[src/rtl/mem_access_stage_if.sv]
// mem_access_stage_if: word-wide data-memory bus with req/gnt/rvalid handshake.
//   req    master->slave  access request, held until gnt
//   we     master->slave  1 = write, 0 = read (valid while req = 1)
//   addr   master->slave  word-aligned byte address
//   wdata  master->slave  store data
//   gnt    slave->master  request accepted this cycle
//   rvalid slave->master  read data valid this cycle
//   rdata  slave->master  read data
interface mem_access_stage_if;
   logic        req;
   logic        we;
   logic [31:0] addr;
   logic [31:0] wdata;
   logic        gnt;
   logic        rvalid;
   logic [31:0] rdata;
   modport master (output req, we, addr, wdata, input gnt, rvalid, rdata);
   modport slave  (input req, we, addr, wdata, output gnt, rvalid, rdata);
endinterface

[src/rtl/mem_access_stage.sv]
// mem_access_stage: RISC-V memory stage, issues word loads/stores and loads MEM/WB.
//   clk, reset_n            clock, asynchronous active-low reset
//   PIP_*_i                 EX/MEM pipeline registers (held stable while stall_o = 1)
//   dmem                    data-memory bus (master side)
//   stall_o                 hold EX/MEM next cycle
//   PIP_write_reg_o/rd_o/wb_data_o  MEM/WB pipeline registers
//   bus_error_o             sticky timeout flag, cleared only by reset
module mem_access_stage #(
   parameter int unsigned MAX_WAIT = 15
) (
   input  logic                      clk,
   input  logic                      reset_n,
   input  logic                      PIP_write_mem_i,
   input  logic                      PIP_read_mem_i,
   input  logic [31:0]               PIP_alu_result_i,
   input  logic [31:0]               PIP_second_operand_i,
   input  logic                      PIP_use_mem_i,
   input  logic                      PIP_write_reg_i,
   input  logic [4:0]                PIP_rd_i,
   mem_access_stage_if.master        dmem,
   output logic                      stall_o,
   output logic                      PIP_write_reg_o,
   output logic [4:0]                PIP_rd_o,
   output logic [31:0]               PIP_wb_data_o,
   output logic                      bus_error_o
);
   typedef enum logic [1:0] {IDLE, REQ, WAIT_R} state_t;
   localparam logic [7:0] LAST = 8'(MAX_WAIT - 1);
   state_t     state, state_nxt;
   logic [7:0] wait_cnt;
   logic       access, is_write, timeout, rd_done, wr_done, bubble;
   always_ff @(posedge clk or negedge reset_n)
      if (!reset_n) state <= IDLE;
      else state <= state_nxt;
   // A timed-out access returns to IDLE; otherwise a granted read waits for
   // rvalid and a granted write finishes immediately.
   always_comb begin
      state_nxt = state;
      case (state)
         IDLE:    state_nxt = !access ? IDLE : !dmem.gnt ? REQ : is_write ? IDLE : WAIT_R;
         REQ:     state_nxt = timeout ? IDLE : !dmem.gnt ? REQ : is_write ? IDLE : WAIT_R;
         WAIT_R:  state_nxt = (dmem.rvalid || timeout) ? IDLE : WAIT_R;
         default: state_nxt = IDLE;
      endcase
   end
   // Bus request and stall are gated by reset_n so they drop the moment
   // reset asserts, even while EX/MEM still presents an access.
   always_comb begin
      access     = PIP_read_mem_i | PIP_write_mem_i;
      is_write   = PIP_write_mem_i & ~PIP_read_mem_i;
      timeout    = state != IDLE && wait_cnt == LAST && !(state == REQ ? dmem.gnt : dmem.rvalid);
      rd_done    = state == WAIT_R && dmem.rvalid;
      wr_done    = is_write && dmem.gnt && (state == REQ || (state == IDLE && access));
      dmem.req   = reset_n && ((state == IDLE && access) || state == REQ);
      dmem.we    = is_write;
      dmem.addr  = {PIP_alu_result_i[31:2], 2'b00};
      dmem.wdata = PIP_second_operand_i;
      stall_o    = reset_n && (access || state != IDLE) && !rd_done && !wr_done && !timeout;
      bubble     = stall_o || timeout;
   end
   always_ff @(posedge clk or negedge reset_n) begin
      if (!reset_n) begin
         wait_cnt        <= '0;
         PIP_write_reg_o <= 1'b0;
         PIP_rd_o        <= '0;
         PIP_wb_data_o   <= '0;
         bus_error_o     <= 1'b0;
      end else begin
         wait_cnt        <= state == IDLE ? 8'd0 : wait_cnt + 8'd1;
         PIP_write_reg_o <= !bubble && PIP_write_reg_i;
         PIP_rd_o        <= bubble ? 5'd0 : PIP_rd_i;
         if (!bubble) PIP_wb_data_o <= (PIP_use_mem_i && rd_done) ? dmem.rdata : PIP_alu_result_i;
         if (timeout) bus_error_o <= 1'b1;
      end
   end
endmodule
[src/flat_wrapper.sv]
// flat-port wrapper written by rule: the top's interface ports become plain ports
module mem_access_stage_flat 
#(
   parameter int unsigned MAX_WAIT = 15
)
  (clk, reset_n, PIP_write_mem_i, PIP_read_mem_i, PIP_alu_result_i, PIP_second_operand_i, PIP_use_mem_i, PIP_write_reg_i, PIP_rd_i, stall_o, PIP_write_reg_o, PIP_rd_o, PIP_wb_data_o, bus_error_o, dmem_req, dmem_we, dmem_addr, dmem_wdata, dmem_gnt, dmem_rvalid, dmem_rdata);
  mem_access_stage_if dmem_i ();
  input  logic clk;
  input  logic reset_n;
  input  logic PIP_write_mem_i;
  input  logic PIP_read_mem_i;
  input  logic [31:0] PIP_alu_result_i;
  input  logic [31:0] PIP_second_operand_i;
  input  logic PIP_use_mem_i;
  input  logic PIP_write_reg_i;
  input  logic [4:0] PIP_rd_i;
  output logic stall_o;
  output logic PIP_write_reg_o;
  output logic [4:0] PIP_rd_o;
  output logic [31:0] PIP_wb_data_o;
  output logic bus_error_o;
  output wire logic [$bits(dmem_i.req)-1:0] dmem_req;
  output wire logic [$bits(dmem_i.we)-1:0] dmem_we;
  output wire logic [$bits(dmem_i.addr)-1:0] dmem_addr;
  output wire logic [$bits(dmem_i.wdata)-1:0] dmem_wdata;
  input wire logic [$bits(dmem_i.gnt)-1:0] dmem_gnt;
  input wire logic [$bits(dmem_i.rvalid)-1:0] dmem_rvalid;
  input wire logic [$bits(dmem_i.rdata)-1:0] dmem_rdata;
  assign dmem_req = dmem_i.req;
  assign dmem_we = dmem_i.we;
  assign dmem_addr = dmem_i.addr;
  assign dmem_wdata = dmem_i.wdata;
  assign dmem_i.gnt = dmem_gnt;
  assign dmem_i.rvalid = dmem_rvalid;
  assign dmem_i.rdata = dmem_rdata;
  mem_access_stage #(.MAX_WAIT(MAX_WAIT)) u_core (.clk(clk), .reset_n(reset_n), .PIP_write_mem_i(PIP_write_mem_i), .PIP_read_mem_i(PIP_read_mem_i), .PIP_alu_result_i(PIP_alu_result_i), .PIP_second_operand_i(PIP_second_operand_i), .PIP_use_mem_i(PIP_use_mem_i), .PIP_write_reg_i(PIP_write_reg_i), .PIP_rd_i(PIP_rd_i), .dmem(dmem_i), .stall_o(stall_o), .PIP_write_reg_o(PIP_write_reg_o), .PIP_rd_o(PIP_rd_o), .PIP_wb_data_o(PIP_wb_data_o), .bus_error_o(bus_error_o));
endmodule
[config.mk]
export PLATFORM = sky130hd
export DESIGN_NAME = mem_access_stage_flat
export DESIGN_NICKNAME = d
export VERILOG_FILES = /design/src/rtl/mem_access_stage_if.sv /design/src/rtl/mem_access_stage.sv /design/src/flat_wrapper.sv
export SDC_FILE = /design/constraint.sdc
export NUM_CORES = 1
export LEC_CHECK = 0
export BUFFER_PORTS_ARGS = -buffer_cell sky130_fd_sc_hd__buf_2
export CELL_PAD_IN_SITES_DETAIL_PLACEMENT = 0
export CELL_PAD_IN_SITES_GLOBAL_PLACEMENT = 1
export CORE_MARGIN = 8
export CORE_UTILIZATION = 30
export CTS_CLUSTER_DIAMETER = 40
export DETAILED_ROUTE_END_ITERATION = 10
export GPL_TIMING_DRIVEN = 0
export PLACE_DENSITY = 0.84
export REMOVE_ABC_BUFFERS = 1
export SYNTH_ARGS = -nofsm -noshare
export SYNTH_HDL_FRONTEND = slang
export SYNTH_SLANG_ARGS = --single-unit
[constraint.sdc]
create_clock -name clk -period 6.05 [get_ports clk]
set_input_delay 1.815 -clock clk [delete_from_list [all_inputs] [get_ports clk]]
set_output_delay 1.815 -clock clk [all_outputs]
set_load 0.02 [all_outputs]
### Yosys cells after proc, flatten, opt, wreduce, memory -nomap -nowiden

Cells that the tools add are included.

* mux-type cells: 10
* bitwise logic cells: 3
* $add $sub $neg: 1
* equal/unequal tests: 3
* reductions and logical operators: 24

Operators with widths (count)
* 2-to-1 mux 32 bit: 1
* logical AND 1 bit: 13
* 2-to-1 mux 2 bit: 5
* adder 8 x 1 -> 8 bit (second input constant): 1
* equality test 8 x 4 -> 1 bit (second input constant): 1
* 2-to-1 mux 8 bit: 1
* one-hot mux 2 bit (3 select lines): 1
* logical NOT 1 bit: 5
* 2-to-1 mux 5 bit: 1
* logical OR 1 bit: 4
* equality test 2 x 1 -> 1 bit (second input constant): 1
* equality test 2 bit (second input constant): 1
* logical NOT 2 bit: 1
* nonzero test 2 bit: 1
* bitwise AND 1 bit: 1
* 2-to-1 mux 1 bit: 1
* NOT 1 bit: 1
* OR 1 bit: 1

* output and inout bits: 106
* logic and storage cells: 47
* flip-flop bits (word level): 49
* input port bits: 109

### Depth between registers and ports, before layout

Gate-level depths: netlist of the first run.

* word-level depth: 10
* depth in mapped cells: 8

### Worst setup path after synthesis of the first run

OpenSTA, ideal clock, no wires.

* path kind: input port to output port
* from: in dmem_gnt
* to: out stall_o
* required time: 4.235 ns
* setup slack: 1.594 ns
* data arrival time: 2.641 ns
* buffers on the path: 0
* cell stages on the path: 3
* cells stage by stage: or3b_1 -> a211oi_4 -> nor2_1

* word-level cells in the longest chain between the ends: 5
* elaborated cells between the ends (all ways): 9
* those cells by class: mux (1); reduce/logical (8)

Ends and longest elaborated chain
* start, declared: line flat_wrapper.sv:26 `input wire logic [$bits(dmem_i.gnt)-1:0] dmem_gnt;`
* 2-to-1 mux 1 bit / logical AND 1 bit (equally long branches): line mem_access_stage.sv:51, mem_access_stage.sv:53
* logical NOT 1 bit / logical AND 1 bit (equally long branches): line mem_access_stage.sv:51, mem_access_stage.sv:53
* logical AND 1 bit / logical NOT 1 bit (equally long branches): line mem_access_stage.sv:51, mem_access_stage.sv:58
* logical NOT 1 bit / logical AND 1 bit (equally long branches): line mem_access_stage.sv:58 `stall_o = reset_n && (access || state != IDLE) && !rd_done && !wr_done && !timeout;`
* logical AND 1 bit (*): line mem_access_stage.sv:58
* end, declared: line flat_wrapper.sv:17 `output logic stall_o;`

Every way passes the cells marked *; elsewhere a longest branch is shown, timed or not.

### Final worst setup path of the first run

* from: in reset_n
* to: out stall_o

* word-level cells in the longest chain between the ends: 4

Ends and longest elaborated chain
* start, declared: line flat_wrapper.sv:9 `input logic reset_n;`
* logical AND 1 bit (4 in series): line mem_access_stage.sv:58

Every way passes these cells.

==> results of run 1 <==
## cells in the mapped netlist
master | number | area, µm²
nor3b_1 | 1 | 7.51
buf_12 | 3 | 60.1
o32ai_1 | 1 | 8.76
nor3_1 | 3 | 15.0
and2b_2 | 1 | 8.76
buf_4 | 64 | 480
nor2_1 | 11 | 41.3
nand3_1 | 5 | 25.0
and2b_1 | 1 | 7.51
a21oi_1 | 1 | 5.00
xor2_1 | 4 | 35.0
or4_4 | 1 | 11.3
dlygate4sd1_1 | 3 | 26.3
mux2_2 | 34 | 383
and3_2 | 1 | 7.51
or2_2 | 1 | 6.26
a211oi_4 | 1 | 20.0
o311ai_4 | 1 | 26.3
nand2_1 | 1 | 3.75
buf_6 | 2 | 22.5
nand2b_1 | 2 | 12.5
nand3b_1 | 1 | 7.51
conb_1 | 1 | 3.75
nor4_1 | 1 | 6.26
ha_1 | 2 | 25.0
and3_1 | 7 | 43.8
dfrtp_1 | 49 | 1230
mux2_4 | 30 | 450
xnor2_1 | 2 | 17.5
or2_1 | 1 | 6.26
nor2b_1 | 1 | 6.26
or3b_1 | 1 | 8.76
inv_1 | 3 | 11.3
nand4_1 | 1 | 6.26
## logic make-up after synthesis
logic type | Yosys count | synth area share
AOI/OAI and AO/OA | 4 | 0.0198
xor gates and xnor gates | 6 | 0.0173
adders and majority gates | 2 | 0.00825
buffers and inverters | 75 | 0.198
DFF | 49 | 0.404
muxes | 64 | 0.275
other | 1 | 0.00124
and+or+nand+nor | 41 | 0.0763
## cell usage in the layout (no fill, tap or decap)
cell	count
a211oi_4	1
a21oi_1	1
and2b_1	1
and2b_2	1
and3_1	7
and3_2	1
buf_12	1
buf_2	148
buf_6	1
buf_8	1
bufinv_16	1
clkbuf_8	5
conb_1	2
dfrtp_1	49
ha_1	2
inv_1	3
inv_6	2
mux2_2	34
mux2_4	30
nand2_1	1
nand2b_1	1
nand2b_2	1
nand3_1	5
nand3b_1	1
nand4_1	1
nor2_1	11
nor2b_1	1
nor3_1	3
nor3b_1	1
nor4_1	1
o311ai_4	1
o32ai_1	1
or2_1	1
or2_2	1
or3b_1	1
or4_4	1
xnor2_1	2
xor2_1	4
## path summary, 6_finish.rpt
check,cells after the start,end,slack (ps),start
max,4,stall_o,870,reset_n
min,1,u_core.bus_error_o,480,u_core.bus_error_o
max reg2reg,5,u_core.PIP_wb_data_o[0],3490,u_core.wait_cnt[4]
min reg2reg,1,u_core.bus_error_o,480,u_core.bus_error_o
max in group asynchronous,1,u_core.PIP_wb_data_o[4],3600,reset_n
min in group asynchronous,1,u_core.PIP_wb_data_o[16],1740,reset_n
## final cells by class
class	count	area, µm²
Fill cell	977	6250
Sequential cell	49	1230
Multi-Input combinational cell	119	1210
Timing Repair Buffer	151	787
Tap cell	133	166
Clock buffer	5	68.8
Clock inverter	3	47.5
Inverter	3	11.3
## layer usage
layer / up-vias / track usage / wire length (µm) / part of all wire
li1: 932 / - / - / -
met3: 4 / 0.0708 / 1400 / 0.17
met2: 131 / 0.174 / 3570 / 0.42
met5: - / 0.0195 / 0 / 0
met4: 0 / 0.0179 / 36 / 0.0043
met1: 935 / 0.147 / 3400 / 0.40
## per-stage QoR
stage | std cells | util | total power (µW) | instance area [µm²]
finish | 463 | 0.360 | 976 | 3520
global route | 463 | 0.360 | 1040 | 3520
CTS | 463 | 0.360 | 1000 | 3520
detailed placement | 455 | 0.348 | 744 | 3400
global placement | 452 | 0.343 | 740 | 3350
floorplan | 171 | - | 609 | 2450
## sequential cells by signal, summed over array words and instances (netlist names)
signal	flops
u_core.state	2
u_core.PIP_wb_data_o	32
u_core.PIP_rd_o	5
u_core.PIP_write_reg_o	1
u_core.wait_cnt	8
u_core.bus_error_o	1
## where the power goes
group | internal, µW | total (µW) | switching (µW)
Clock | 126 | 244 | 118
Sequential | 378 | 411 | 32.5
Combinational | 151 | 321 | 170
==> flow_summary_export.csv, run 1 <==
group,metric,value,unit
final_layout,area_growth,16.0,%
timing,fin_setup_tns,0,ps
timing,setup_viol,0,
route,firstDrtPassIters,4,
grt,antenna_found_initial,0,
clock_network,cts_tree,"done",
placed_design,dp_slack,741,ps
synth,ys_ff_latch,49,
worst_setup_path,slowest_delay,850,ps
worst_setup_path,endpoint_kind,"output port",
timing,fmax,193,MHz
route,wl_per_cell,18.2,µm
timing,hold_viol_final,0,
clock_network,clock_sinks,49,
synth,synth_cell_types,34,
power_and_ir_drop,cellPowerDensity,277,nW/µm²
min_path,hold_path.class,"reg -> reg",
worst_setup_path,cpMostUsedCell,"buf_2",
clock_network,cts_made_buffers,5,
grt,grt_pass1_wl,12300,µm
die,pin_count,215,
timing,rsz0062_at_grt,"no",
route,drt_drc_violations_left,0,
power_and_ir_drop,max-vdd-ir-drop,0.000149,V
die,die_area,13600,µm²
timing,post-route-min-period,5180,ps
route,vias,2002,
die,rows,36,
worst_setup_path,critPathLaunchType,"primary input",
grt,grt_pass1_vias,2216,
clock_network,cts_resized,0,
grt,grt_max_degree,52,
timing,whs,483,ps
timing,slew_viol_final,0,
clock_network,clk_pin_slew_worst_paths,100,ps
run,maxCapViolCount,0,
worst_setup_path,critical_path_class,"in -> out",
route,drt-total-wl,8410,µm
worst_setup_path,cp_slowest_cell,"buf_2",
clock_network,clock_path_buffers,2,
synth,yosys_warnings,0,
timing,fin_ws,869,ps
die,die_h,117,µm
clock_network,htree_num_levels,2,
final_layout,fin_nets,440,
final_layout,layout-drive-gt1-share,0.697,
worst_setup_path,cp_num_buf_inv,2,
timing,worst_slew_pin_slew,1160,ps
worst_setup_path,crit_family,"buffers and inverters",
worst_setup_path,cp.arrival,3370,ps
synth,netlist_instances,242,
final_layout,num_antenna_cells,0,
grt,overflow,0,
die,die_w,117,µm
power_and_ir_drop,p_leak,0.00181,µW
die,fp.coreArea,9770,µm²
clock_network,cts_root_buf,"clkbuf_8",
timing,post-route-period-util,0.856,
worst_setup_path,path_max_fanout,51,
die,initial_core_util,0.310,
route,antenna_left,0,
clock_network,worstSkewPairLatency,300,ps
placed_design,dp_hpwl,6840,µm
outcome,status,"finished, final reports clean",
timing,relSlewSlack,0.229,
placed_design,place.gp.congestion,0.798,
worst_setup_path,required,4240,ps
synth,seq_area_frac_synth,0.404,
placed_design,port_buffers,148,
grt,grt_usage,0.119,
synth,synth.avg_cell_area,12.5,µm²
clock_network,cts_setup_buffers,0,
synth,syn-cell-area,3030,µm²
timing,fin_skew,13.8,ps
route,vias_per_cell,4.32,
clock_network,hold_buffers,0,
worst_setup_path,cp_cell_sequence,"buf_2, o311ai_4, nor2_1, buf_2",
route,drt_iter0_drc,74,
Power figures use the tool's default switching activity.
==> run 2, diff against run 1 <==
--- a/config.mk
+++ b/config.mk
@@ -9,11 +9,11 @@
 export CELL_PAD_IN_SITES_DETAIL_PLACEMENT = 0
 export CELL_PAD_IN_SITES_GLOBAL_PLACEMENT = 1
 export CORE_MARGIN = 8
-export CORE_UTILIZATION = 30
+export CORE_UTILIZATION = 32
 export CTS_CLUSTER_DIAMETER = 40
 export DETAILED_ROUTE_END_ITERATION = 10
 export GPL_TIMING_DRIVEN = 0
-export PLACE_DENSITY = 0.84
+export PLACE_DENSITY = 0.88
 export REMOVE_ABC_BUFFERS = 1
 export SYNTH_ARGS = -nofsm -noshare
 export SYNTH_HDL_FRONTEND = slang
==> run 2 against run 1 <==
Compared with the run above:
- die area fell by 5.4%
- cell count down 0.86%
- core utilization grew 1.9 points
- non-clock buffer count unchanged
- global-route usage decreased by 0.091 points
- largest cell class unchanged
- largest power group unchanged
==> flow_summary_export.csv, run 2 (synthesis results as in run 1) <==
group,metric,value,unit
run,maxCapViolCount,0,
route,vias_per_cell,4.41,
final_layout,area_growth,15.4,%
worst_setup_path,cp.arrival,3340,ps
route,firstDrtPassIters,4,
worst_setup_path,critPathLaunch,"reset_n",
power_and_ir_drop,combPwrFrac,0.339,
final_layout,multiInputGateArea,1210,µm²
final_layout,num_antenna_cells,0,
timing,post-route-period-util,0.852,
worst_setup_path,path_max_fanout,51,
clock_network,htree_num_levels,2,
route,wl_per_cell,17.0,µm
route,drt_iter0_drc,54,
timing,setup_viol,0,
final_layout,fin_nets,440,
final_layout,layout-drive-gt1-share,0.697,
power_and_ir_drop,cellPowerDensity,269,nW/µm²
worst_setup_path,required,4240,ps
timing,fmax,194,MHz
clock_network,cts_resized,0,
route,drt-total-wl,7780,µm
placed_design,dp_hpwl,6340,µm
power_and_ir_drop,p_sw,325,µW
grt,grt_pass1_wl,12000,µm
power_and_ir_drop,swShare,0.345,
placed_design,place.gp.congestion,0.791,
power_and_ir_drop,p_leak,0.00180,µW
grt,grtUsageMet1,0.125,
route,drt_drc_violations_left,0,
placed_design,dp_slack,793,ps
grt,grt_max_degree,52,
power_and_ir_drop,intPower,617,µW
timing,whs,485,ps
clock_network,cts_setup_buffers,0,
power_and_ir_drop,pwr-share-clk,0.223,
clock_network,clock_path_buffers,2,
timing,fin_skew,15.6,ps
grt,grt_pass1_vias,2267,
power_and_ir_drop,max-vdd-ir-drop,0.000123,V
final_layout,final_common_cell,"buf_2",
clock_network,clock_sinks,49,
timing,slew_viol_final,0,
clock_network,worstSkewPairLatency,310,ps
timing,hold_viol_final,0,
clock_network,cts_made_buffers,5,
worst_setup_path,critPathLaunchType,"primary input",
min_path,hold_path.class,"reg -> reg",
final_layout,layout_common_cells,"buf_2 (148), dfrtp_1 (49), mux2_2 (34)",
timing,rsz0062_at_grt,"no",
placed_design,port_buffers,148,
final_layout,fill_cells,941,
worst_setup_path,endpoint_kind,"output port",
grt,grt_busiest_layer,"met2",
grt,overflow,0,
grt,use_met3,0.0841,
clock_network,clk_pin_slew_worst_paths,110,ps
final_layout,seq_area,1230,µm²
min_path,min_from,"u_core.bus_error_o",
die,fp.coreArea,9240,µm²
final_layout,top_regs,"u_core.PIP_wb_data_o (32), u_core.wait_cnt (8), u_core.PIP_rd_o (5)",
clock_network,hold_buffers,0,
grt,grt_usage,0.118,
final_layout,largest_reg_flops,32,
die,initial_core_util,0.328,
clock_network,cts_root_buf,"clkbuf_8",
die,rows,35,
die,die_area,12800,µm²
worst_setup_path,reg2reg_from,"u_core.wait_cnt[4]",
route,vias,2026,
grt,use_met2,0.184,
placed_design,post_dp_cell_area,3400,µm²
final_layout,top_register,"u_core.PIP_wb_data_o",
timing,fin_setup_tns,0,ps
worst_setup_path,critical_path_class,"in -> out",
route,antenna_left,0,
die,die_h,113,µm
outcome,status,"finished, final reports clean",
final_layout,final_area,3500,µm²
timing,fin_ws,896,ps
clock_network,cts_tree,"done",
die,die_w,113,µm
grt,antenna_found_initial,0,
timing,relSlewSlack,0.246,
timing,worst_slew_pin_slew,1130,ps
die,pin_count,215,
power_and_ir_drop,seqPwrFrac,0.437,
timing,post-route-min-period,5150,ps
run 2: cell types whose count changed in the layout (fill, tap and decap cells not counted), sizes merged:
cell / before / now
bufinv: 1 / 0
clkinv: 0 / 1
run 2: final cells by class:
class                           instances  area share
Inverter                                3     0.00322
Clock inverter                          3     0.00822
Sequential cell                        49       0.350
Multi-Input combinational cell        119       0.346
Timing Repair Buffer                  151       0.226
Clock buffer                            5      0.0197
Tap cell                              129      0.0461
run 2: power by group through the flow:
stage | logic [µW] | registers (µW) | clock network (µW)
after floorplan | 140 | 469 | 0
after global placement | 324 | 414 | 0
after detailed placement | 325 | 418 | 0
after CTS | 326 | 412 | 225
after global routing | 345 | 421 | 237
final | 320 | 412 | 210
run 2: path summary, 6_finish.rpt:
path,end,slack [ps],cells past startpoint
max,stall_o,900,4
min,u_core.bus_error_o,480,1
max reg2reg,u_core.PIP_wb_data_o[1],3520,5
min reg2reg,u_core.bus_error_o,480,1
max in group asynchronous,u_core.wait_cnt[5],3630,1
min in group asynchronous,u_core.PIP_wb_data_o[20],1730,1
run 2: worst max-delay path: stages:
cell and delay, ps:
buf_2 830, o311ai_4 320, nor2_1 160, buf_2 180
run 2: per-layer routing:
| layer | vias up | share of wire |
|---|---|---|
| li1 | 929 | - |
| met1 | 943 | 0.38 |
| met2 | 145 | 0.45 |
| met3 | 7 | 0.16 |
| met4 | 2 | 0.0066 |
| met5 | - | 0.0063 |
run 2: stage by stage:
step	util	power [µW]	std cells
2_1_floorplan	-	609	171
3_3_place_gp	0.362	738	448
3_5_place_dp	0.368	743	451
4_1_cts	0.379	964	459
5_1_grt	0.379	1000	459
6_report	0.379	942	459
==> run 3, diff against run 2 <==
--- a/config.mk
+++ b/config.mk
@@ -14,7 +14,6 @@
 export DETAILED_ROUTE_END_ITERATION = 10
 export GPL_TIMING_DRIVEN = 0
 export PLACE_DENSITY = 0.88
-export REMOVE_ABC_BUFFERS = 1
 export SYNTH_ARGS = -nofsm -noshare
 export SYNTH_HDL_FRONTEND = slang
 export SYNTH_SLANG_ARGS = --single-unit
==> run 3 against run 2 <==
Compared with the run above:
- highest routed layer is now met4
- sequential cell count unchanged
- critical path type unchanged
- via count grew 18%
- core utilization is 7.4 points higher
- maximum frequency down 0.12%
- critical path depth stayed put
- clock skew decreased by 3.9 ps
- global-route usage hardly changed
- final area grew 20%
- wire length up 2.0%
==> flow_summary_export.csv, run 3 (synthesis results as in run 1) <==
group,metric,value,unit
worst_setup_path,critPathLaunchType,"primary input",
die,initial_core_util,0.328,
timing,hold_viol_final,0,
die,die_area,12800,µm²
grt,grt_pass1_wl,12500,µm
clock_network,htree_num_levels,2,
worst_setup_path,path_max_fanout,51,
power_and_ir_drop,cellPowerDensity,237,nW/µm²
grt,grt_max_degree,52,
power_and_ir_drop,pwr-share-clk,0.191,
route,drt_iter0_drc,41,
route,vias,2381,
clock_network,clock_sinks,49,
clock_network,clock_path_buffers,2,
final_layout,area_growth,37.9,%
timing,slew_viol_final,0,
timing,relSlewSlack,0.245,
final_layout,fill_cells,908,
grt,antenna_found_initial,0,
final_layout,num_antenna_cells,0,
route,drt-total-wl,7940,µm
timing,fin_ws,890,ps
final_layout,fin_nets,541,
final_layout,layout_common_cells,"buf_2 (180), buf_4 (64), dfrtp_1 (49)",
final_layout,layout-drive-gt1-share,0.754,
timing,whs,476,ps
placed_design,place.gp.congestion,0.807,
timing,setup_viol,0,
run,maxCapViolCount,0,
timing,post-route-period-util,0.853,
grt,grt_usage,0.118,
final_layout,top_register,"u_core.PIP_wb_data_o",
placed_design,dp_hpwl,6550,µm
worst_setup_path,required,4240,ps
timing,fmax,194,MHz
final_layout,final_common_cell,"buf_2",
clock_network,clk_pin_slew_worst_paths,100,ps
clock_network,cts_setup_buffers,0,
die,rows,35,
power_and_ir_drop,power.total,989,µW
timing,fin_skew,11.7,ps
clock_network,hold_buffers,0,
worst_setup_path,cp.arrival,3340,ps
final_layout,final_area,4180,µm²
outcome,status,"finished, final reports clean",
min_path,hold_path.class,"reg -> reg",
die,die_w,113,µm
power_and_ir_drop,seqPwrFrac,0.413,
final_layout,largest_reg_flops,32,
die,pin_count,215,
die,fp.coreArea,9240,µm²
final_layout,top_regs,"u_core.PIP_wb_data_o (32), u_core.wait_cnt (8), u_core.PIP_rd_o (5)",
grt,grt_pass1_vias,2690,
route,firstDrtPassIters,4,
clock_network,cts_root_buf,"clkbuf_8",
power_and_ir_drop,max-vdd-ir-drop,0.000101,V
worst_setup_path,endpoint_kind,"output port",
clock_network,cts_resized,0,
power_and_ir_drop,combPwrFrac,0.397,
timing,rsz0062_at_grt,"no",
timing,fin_setup_tns,0,ps
timing,post-route-min-period,5160,ps
die,die_h,113,µm
power_and_ir_drop,p_sw,334,µW
power_and_ir_drop,swShare,0.338,
route,wl_per_cell,14.2,µm
timing,worst_slew_pin_slew,1130,ps
placed_design,dp_slack,770,ps
power_and_ir_drop,p_leak,0.00225,µW
clock_network,worstSkewPairLatency,300,ps
grt,overflow,0,
route,vias_per_cell,4.25,
placed_design,port_buffers,180,
power_and_ir_drop,intPower,655,µW
route,antenna_left,0,
worst_setup_path,critical_path_class,"in -> out",
placed_design,post_dp_cell_area,4100,µm²
clock_network,cts_tree,"done",
route,drt_drc_violations_left,0,
clock_network,cts_made_buffers,5,
[run 3: cell count changes in the layout (fill, tap and decap cells not counted), sizes merged]
cell,previous run,this run
clkbuf,5,7
buf,151,249
inv,5,3
clkinv,1,0
dlygate4sd1,0,3
clkinvlp,0,1
[run 3: worst paths after layout]
path | from | endpoint | slack, ps | depth (start not counted)
worst max-delay path | reset_n | stall_o | 890 | 4
worst min-delay path | u_core.bus_error_o | u_core.bus_error_o | 480 | 1
worst max register to register | u_core.wait_cnt[4] | u_core.PIP_wb_data_o[11] | 3790 | 6
worst min register to register | u_core.bus_error_o | u_core.bus_error_o | 480 | 1
max in group asynchronous | reset_n | u_core.PIP_wb_data_o[21] | 3610 | 1
min in group asynchronous | reset_n | u_core.PIP_wb_data_o[30] | 1740 | 1
[run 3: power groups by stage]
stage	Clock, µW	Sequential (µW)	Combinational, µW
after CTS	201	409	400
final	189	408	392
after floorplan	0	467	216
after detailed placement	0	414	399
after global routing	211	416	423
after global placement	0	411	395
[run 3: critical path, cell delays in order]
cell and delay [ps]:
buf_2 830, o311ai_4 320, nor2_1 160, buf_2 180
[run 3: per-layer routing]
layer  GRT usage  part of all wire  up-vias
li1            -                 -     1134
met1       0.121              0.39     1108
met2       0.216              0.49      137
met3      0.0564              0.12        2
met4      0.0187            0.0024        0
met5           0                 0        -
[run 3: per-stage QoR]
stage | cells | utilization
detailed placement | 552 | 0.444
global placement | 552 | 0.444
floorplan | 243 | -
CTS | 560 | 0.453
global route | 560 | 0.453
finish | 560 | 0.453
[run 3: layout make-up]
type | count | area [µm²] | area share
multi-input combinational | 119 | 1210 | 0.289
sequential | 49 | 1230 | 0.293
clock buffer | 7 | 76.3 | 0.0182
buffer | 72 | 589 | 0.141
tap | 129 | 161 | 0.0386
timing repair buffer | 180 | 901 | 0.215
clock inverter | 1 | 7.51 | 0.00179
inverter | 3 | 11.3 | 0.00269
